$ cat src/rtl/fir_input_sequencer.sv
// Host-to-FIR feeder: sample FIFO, coefficient bank, load burst, settle gap.
// Optional FIR_SEQ_FLUSH_EN: drain the FIR delay line with zeros when the stream ends.
module fir_input_sequencer #(
  parameter int X_N_SIZE    = 8,
  parameter int NBR_OF_TAPS = 6,
  parameter int FIFO_DEPTH  = 4,
  parameter int CFG_LEAD    = 1,
  parameter int GAP_CYCLES  = 2
) (
  input  logic                clk,
  input  logic                reset,
  input  logic [X_N_SIZE-1:0] in_data,
  input  logic                in_cmd,
  input  logic                in_valid,
  output logic                in_ready,
  output logic [X_N_SIZE-1:0] x_n,
  output logic                fir_tvalid,
  output logic                fir_set_coeffs,
  output logic                busy
);

  localparam int AW   = $clog2(FIFO_DEPTH);
  localparam int CW   = AW + 1;
  localparam int IW   = (NBR_OF_TAPS > 1) ? $clog2(NBR_OF_TAPS) : 1;
  localparam int KW   = $clog2(NBR_OF_TAPS + 1);
  localparam int LAST = CFG_LEAD + NBR_OF_TAPS;
  localparam int SW   = $clog2(LAST + 1);
  localparam int GW   = (GAP_CYCLES > 1) ? $clog2(GAP_CYCLES) : 1;

  typedef enum logic [1:0] {
    IDLE,
    STREAM,
    LOAD,
    GAP
  } state_t;

  state_t state, state_n;

  logic [SW-1:0] step, step_n;
  logic [GW-1:0] gap_cnt, gap_n;
  logic [KW-1:0] coef_cnt;

  logic [X_N_SIZE-1:0] bank [NBR_OF_TAPS];
  logic [X_N_SIZE-1:0] mem  [FIFO_DEPTH];

  logic [AW-1:0] wr_ptr, rd_ptr;
  logic [CW-1:0] count;

  logic full, empty, load_pend;
  logic push, pop, coef_push, coef_clr, feed;
  logic [X_N_SIZE-1:0] x_n_n;
  logic tvalid_n, set_n;

`ifdef FIR_SEQ_FLUSH_EN
  localparam int FLUSH_LEN = 2 * NBR_OF_TAPS - 1;
  localparam int FW = $clog2(FLUSH_LEN + 1);
  logic [FW-1:0] flush_cnt, flush_n;
`endif

  // Last coefficient first so bank[0] ends up in the FIR's taps[0].
  function automatic logic [IW-1:0] bank_idx(input logic [SW-1:0] k);
    if (int'(k) < CFG_LEAD) return IW'(NBR_OF_TAPS - 1);
    return IW'(NBR_OF_TAPS - 1 - int'(k) + CFG_LEAD);
  endfunction

  assign full      = (count == CW'(FIFO_DEPTH));
  assign empty     = (count == '0);
  assign load_pend = (coef_cnt == KW'(NBR_OF_TAPS));

  assign in_ready = in_cmd
                  ? (coef_cnt < KW'(NBR_OF_TAPS) && state != LOAD)
                  : !full;

  assign push      = in_valid & in_ready & ~in_cmd;
  assign coef_push = in_valid & in_ready & in_cmd;

  always_comb begin
    state_n  = state;
    step_n   = step;
    gap_n    = gap_cnt;
    x_n_n    = '0;
    tvalid_n = 1'b0;
    set_n    = 1'b0;
    pop      = 1'b0;
    coef_clr = 1'b0;
    feed     = 1'b0;
`ifdef FIR_SEQ_FLUSH_EN
    flush_n  = flush_cnt;
`endif
    unique case (state)
      LOAD: begin
        if (step == SW'(LAST)) begin
          state_n  = GAP;
          gap_n    = '0;
          coef_clr = 1'b1;
        end else begin
          set_n  = 1'b1;
          x_n_n  = bank[bank_idx(step)];
          step_n = step + 1'b1;
        end
      end
      GAP: begin
        if (gap_cnt == GW'(GAP_CYCLES - 1)) feed = 1'b1;
        else gap_n = gap_cnt + 1'b1;
      end
      default: feed = 1'b1;
    endcase

    if (feed) begin
      if (load_pend) begin
        state_n = LOAD;
        set_n   = 1'b1;
        x_n_n   = bank[bank_idx(SW'(0))];
        step_n  = SW'(1);
`ifdef FIR_SEQ_FLUSH_EN
        flush_n = '0;
`endif
      end else if (!empty) begin
        pop      = 1'b1;
        tvalid_n = 1'b1;
        x_n_n    = mem[rd_ptr];
        state_n  = STREAM;
`ifdef FIR_SEQ_FLUSH_EN
        flush_n  = '0;
`endif
      end else begin
`ifdef FIR_SEQ_FLUSH_EN
        if (state == STREAM && flush_cnt != FW'(FLUSH_LEN)) begin
          tvalid_n = 1'b1;
          flush_n  = flush_cnt + 1'b1;
        end else begin
          state_n = IDLE;
          flush_n = '0;
        end
`else
        state_n = IDLE;
`endif
      end
    end
  end

  always_ff @(posedge clk) begin
    if (reset) begin
      state          <= IDLE;
      step           <= '0;
      gap_cnt        <= '0;
      coef_cnt       <= '0;
      wr_ptr         <= '0;
      rd_ptr         <= '0;
      count          <= '0;
      x_n            <= '0;
      fir_tvalid     <= 1'b0;
      fir_set_coeffs <= 1'b0;
      busy           <= 1'b0;
`ifdef FIR_SEQ_FLUSH_EN
      flush_cnt      <= '0;
`endif
    end else begin
      state          <= state_n;
      step           <= step_n;
      gap_cnt        <= gap_n;
      x_n            <= x_n_n;
      fir_tvalid     <= tvalid_n;
      fir_set_coeffs <= set_n;
      busy           <= (state_n == LOAD) || (state_n == GAP);
`ifdef FIR_SEQ_FLUSH_EN
      flush_cnt      <= flush_n;
`endif
      if (coef_clr) coef_cnt <= '0;
      else if (coef_push) coef_cnt <= coef_cnt + 1'b1;
      if (push) wr_ptr <= wr_ptr + 1'b1;
      if (pop) rd_ptr <= rd_ptr + 1'b1;
      if (push && !pop) count <= count + 1'b1;
      else if (pop && !push) count <= count - 1'b1;
    end
  end

  always_ff @(posedge clk) begin
    if (push) mem[wr_ptr] <= in_data;
    if (coef_push) bank[coef_cnt[IW-1:0]] <= in_data;
  end

endmodule
$ cat config.mk
export PLATFORM = sky130hd
export DESIGN_NAME = fir_input_sequencer
export DESIGN_NICKNAME = d
export VERILOG_FILES = /design/src/rtl/fir_input_sequencer.sv
export SDC_FILE = /design/constraint.sdc
export NUM_CORES = 1
export LEC_CHECK = 0
export CAP_MARGIN = 20
export CORE_UTILIZATION = 35
export DETAILED_ROUTE_END_ITERATION = 7
export GPL_ROUTABILITY_DRIVEN = 0
export PLACE_DENSITY = 0.51
export SLEW_MARGIN = 20
export SYNTH_ARGS = -nofsm -noshare
export SYNTH_HDL_FRONTEND = slang
export SYNTH_SLANG_ARGS = --single-unit
$ cat constraint.sdc
create_clock -name clk -period 2.6 [get_ports clk]
set_input_delay 0.52 -clock clk [delete_from_list [all_inputs] [get_ports clk]]
set_output_delay 0.52 -clock clk [all_outputs]
set_load 0.02 [all_outputs]
==> key figures <==
Run status
  • Outcome: complete, no violations

Final layout
  • Diodes inserted: 0
  • # fillers: approximately 1200
  • Fraction of layout cells with a size suffix above 1: 14.52%
  • Register area: approximately 3000 um2
  • Total Nets Final: 389
  • Finished layout cell area: 5456 um2
  • Multi-input gate area: 1580 um2
  • Fin util: 42.55%
  • Area Growth Syn to Fin: 16.42%
  • Layout Cells excl Fill: 544

Worst setup path
  • CP arrival: between 1.5 and 2 ns
  • R2R Setup Slk: approximately 0.30 ns
  • CP Capture Type: primary output
  • Worst setup path startpoint: state[0]$_SDFF_PP0_
  • Crit-path max FO: 6
  • Worst Path Class, Setup: flip-flop to primary output
  • Required time worst endpoint: 2.08 ns
  • R2r startpoint: coef_cnt[1]$_SDFFE_PP0P_
  • Reg2Reg Depth: 9
  • Worst setup SP type: flip-flop
  • Crit path to: in_ready
  • FF-to-FF End: count[2]$_SDFFE_PP0P_
  • CP max stage cell: clkdlybuf4s50_1
  • Crit path largest cell delay: 0.63 ns
  • Critical Path, Cell by Cell: nand2b_1, nand3_1, o21ai_0, clkdlybuf4s50_1

STA
  • Worst hold slack: about 0.5 ns
  • Final min period: 2.430 ns
  • Final-report setup violation count: 0
  • Final max-slew violation count: 0
  • Final setup TNS: 0 ns
  • Rel. slew slack: 41.98%
  • Final period utilization: 93.44%
  • Hold Fails Final Rpt: 0
  • Max Clock Skew: 0.01170 ns
  • Highest clock rate: 411.6 MHz
  • RSZ-0062 raised after global routing: no
  • Worst slew pin tran: roughly 0.85 ns

Global route
  • Met3 Use GR: 2.907%
  • Tot GR Track Use: 14.52%
  • GRT overflow: 0
  • Initial antenna violation count: 0
  • First-pass GRT wire length: 14.95 mm
  • Largest net degree at the start of global routing: 26
  • Vias in the first global route: 2687
  • Met2 Track Usage GR: 22.65%
  • Busiest grt layer: met2
  • M1 GR Usage: 19.27%

Logic synthesis
  • Yosys top cell area share: 51.25%
  • Cell taking the most area after synthesis: edfxtp_1
  • Yosys cell types: 50
  • Asr flop ratio synth: 0%
  • Main synth FF type: edfxtp_1
  • Ranking of synthesized cells by area: edfxtp_1 (51%), dfxtp_1 (12%), mux4_2 (3.8%)
  • Net count after synthesis: ~360
  • Count leader, synth: edfxtp_1
  • Post-synth EDFFs: 80
  • Leading cell types by count after synthesis: edfxtp_1 (80), dfxtp_1 (29), nor2_1 (22)
  • Synth Register Bits: 109
  • Post-Syn Instances: 333
  • Ys Warns: 0
  • Sequential area share after synthesis: 63.64%
  • Syn_area_per_cell: 14.08 um2
  • Mapped Area: approximately 4700 um2

Die
  • # rows: 41
  • Core area: 12820 um2
  • Chip height: 117.7 um
  • Total Die Area: 13860 um2
  • Die X: 117.7 um
  • IO Count: 24
  • Initial core utilization: between 30% and 40%

CTS
  • CTS H-tree lvls: 3
  • Clock Pin Slew Worst Setup and Hold Paths: 0.07 ns
  • CTS sink cnt: 109
  • CTS tree: done
  • Clk root buf: clkbuf_16
  • Post_cts resized: 0
  • CTS Hold Bufs: 0
  • CTS Buf Count: 9
  • Clk_lat worst skew: 0.35 ns
  • Clock Path Buffers: 2
  • Postcts setup bufs: 0

Power
  • Static Leak: 1.807 nW
  • Sequential power share: between 40% and 50%
  • VDD IR-drop max: about 0.34 mV
  • Int Power: 0.003187 W
  • Sw Pwr: roughly 0.0011 W
  • Comb power frac: between 10% and 20%
  • PwrDens: 779.3 nW/um2
  • Clock network power share: 34.7%
  • Switch share: 25.05%

Routing
  • First-pass iteration count of the detailed router: 4
  • Final WL: 9.556 mm
  • Post-DRT Antenna Nets: 0
  • DR DRC count: 0
  • DR WL/cell: 17.57 um
  • DR vias/cell: 4.998
  • Vias post-DR: between 2000 and 3000
  • DR iter-0 viols: 174

Placed design
  • Final HPWL DP: 6.585 mm
  • Placed cells: 528
  • PortBufs: 23
  • Placed inst area: 5136 um2

Job
  • Max cap viols: 0

Min path
  • HP Class: flip-flop to flip-flop
logic make-up after synthesis:
kind of cell	after synthesis	share of synthesized area, %
compound gates	56	8.249
xor+xnor	8	1.495
fa+ha+maj	10	2.830
buf+inv	19	2.643
flops	109	63.64
mux	21	6.941
simple gates	110	14.20
area by class of cell:
class	instances	area share, %
repair buffers	38	6.283
flip-flops and latches	109	54.67
multi-input cells	205	28.96
clock inverters	7	1.743
inverters	4	0.2752
clock buffers	9	4.127
well taps	172	3.944
critical path: cells and delay by family (launching register included):
| family | cells | cell delay, ns |
|---|---|---|
| flip-flops | 1 | 0.42 |
| buffers and inverters | 1 | 0.63 |
| AND/OR/NAND/NOR | 2 | 0.41 |
| AO/OA/AOI/OAI | 1 | 0.09 |
registers in the layout (all words and copies together) (netlist names), 2 cells and up, named ones only:
signal    count
bank         48
coef_cnt      3
count         3
mem          32
rd_ptr        2
state         2
step          3
wr_ptr        2
x_n           8
worst min path at each step:
| stage | startpoint | endpoint | slack, ns | cells past startpoint |
|---|---|---|---|---|
| 6_report | count[2]$_SDFFE_PP0P_ | count[2]$_SDFFE_PP0P_ | 0.51 | 2 |
| 5_1_grt | state[1]$_SDFF_PP0_ | state[0]$_SDFF_PP0_ | 0.56 | 2 |
| 4_1_cts | count[2]$_SDFFE_PP0P_ | count[2]$_SDFFE_PP0P_ | 0.51 | 2 |
| 3_5_place_dp | count[2]$_SDFFE_PP0P_ | count[2]$_SDFFE_PP0P_ | 0.51 | 2 |
| 3_3_place_gp | count[2]$_SDFFE_PP0P_ | count[2]$_SDFFE_PP0P_ | 0.47 | 2 |
| 2_1_floorplan | count[2]$_SDFFE_PP0P_ | count[2]$_SDFFE_PP0P_ | 0.46 | 2 |
per-layer routing:
layer / routed length [um] / up-vias / part of all wire (%)
met5: 0 / - / 0
met3: 312 / 11 / 3.3
met2: 4373 / 51 / 46
li1: - / 1338 / -
met4: 175 / 0 / 1.8
met1: 4693 / 1319 / 49
cell usage in the layout (no fill, tap or decap), types with 2 or more instances in the layout:
cell             synthesis  final
xor2_1                   6      6
clkdlybuf4s50_1          0     23
and2_1                  11     11
a2111oi_0                6      6
buf_4                    1     15
mux4_2                   8      8
or2b_1                   5      5
nand2_1                  7      7
o21ai_0                 18     18
nand4_1                 10     10
or3_1                    2      2
edfxtp_1                80     80
mux2i_1                  4      4
nor4b_1                  2      2
nand3_1                  4      4
nor2b_1                  9      9
o31ai_1                  8      8
clkbuf_16                0      9
nor3_1                   4      4
xnor2_1                  2      2
and2_0                   3      3
dfxtp_1                 29     29
inv_6                    0      3
a22oi_1                  8      8
mux2_2                   8      8
bufinv_16                0      2
ha_1                     9      9
inv_1                    4      4
a2111oi_1                2      2
a21oi_1                  7      7
nor3b_1                 20     20
nand2b_1                 4      4
nor2_1                  22     22
per-stage QoR:
step                total power (W)  worst slack, ns
global placement           0.002818          0.09268
finish                     0.004252           0.1705
global route               0.004427          0.06641
floorplan                  0.002561           0.4286
detailed placement         0.002828        -0.005287
CTS                        0.004297           0.1580
power groups by stage:
stage | registers [W] | logic [W] | clock network [W]
finish | 0.00211 | 0.000664 | 0.00147
global route | 0.00213 | 0.000721 | 0.00157
CTS | 0.00212 | 0.000671 | 0.00151
detailed placement | 0.00216 | 0.000668 | 0
global placement | 0.00215 | 0.000664 | 0
floorplan | 0.00216 | 0.000405 | 0
Power figures use the tool's default switching activity.
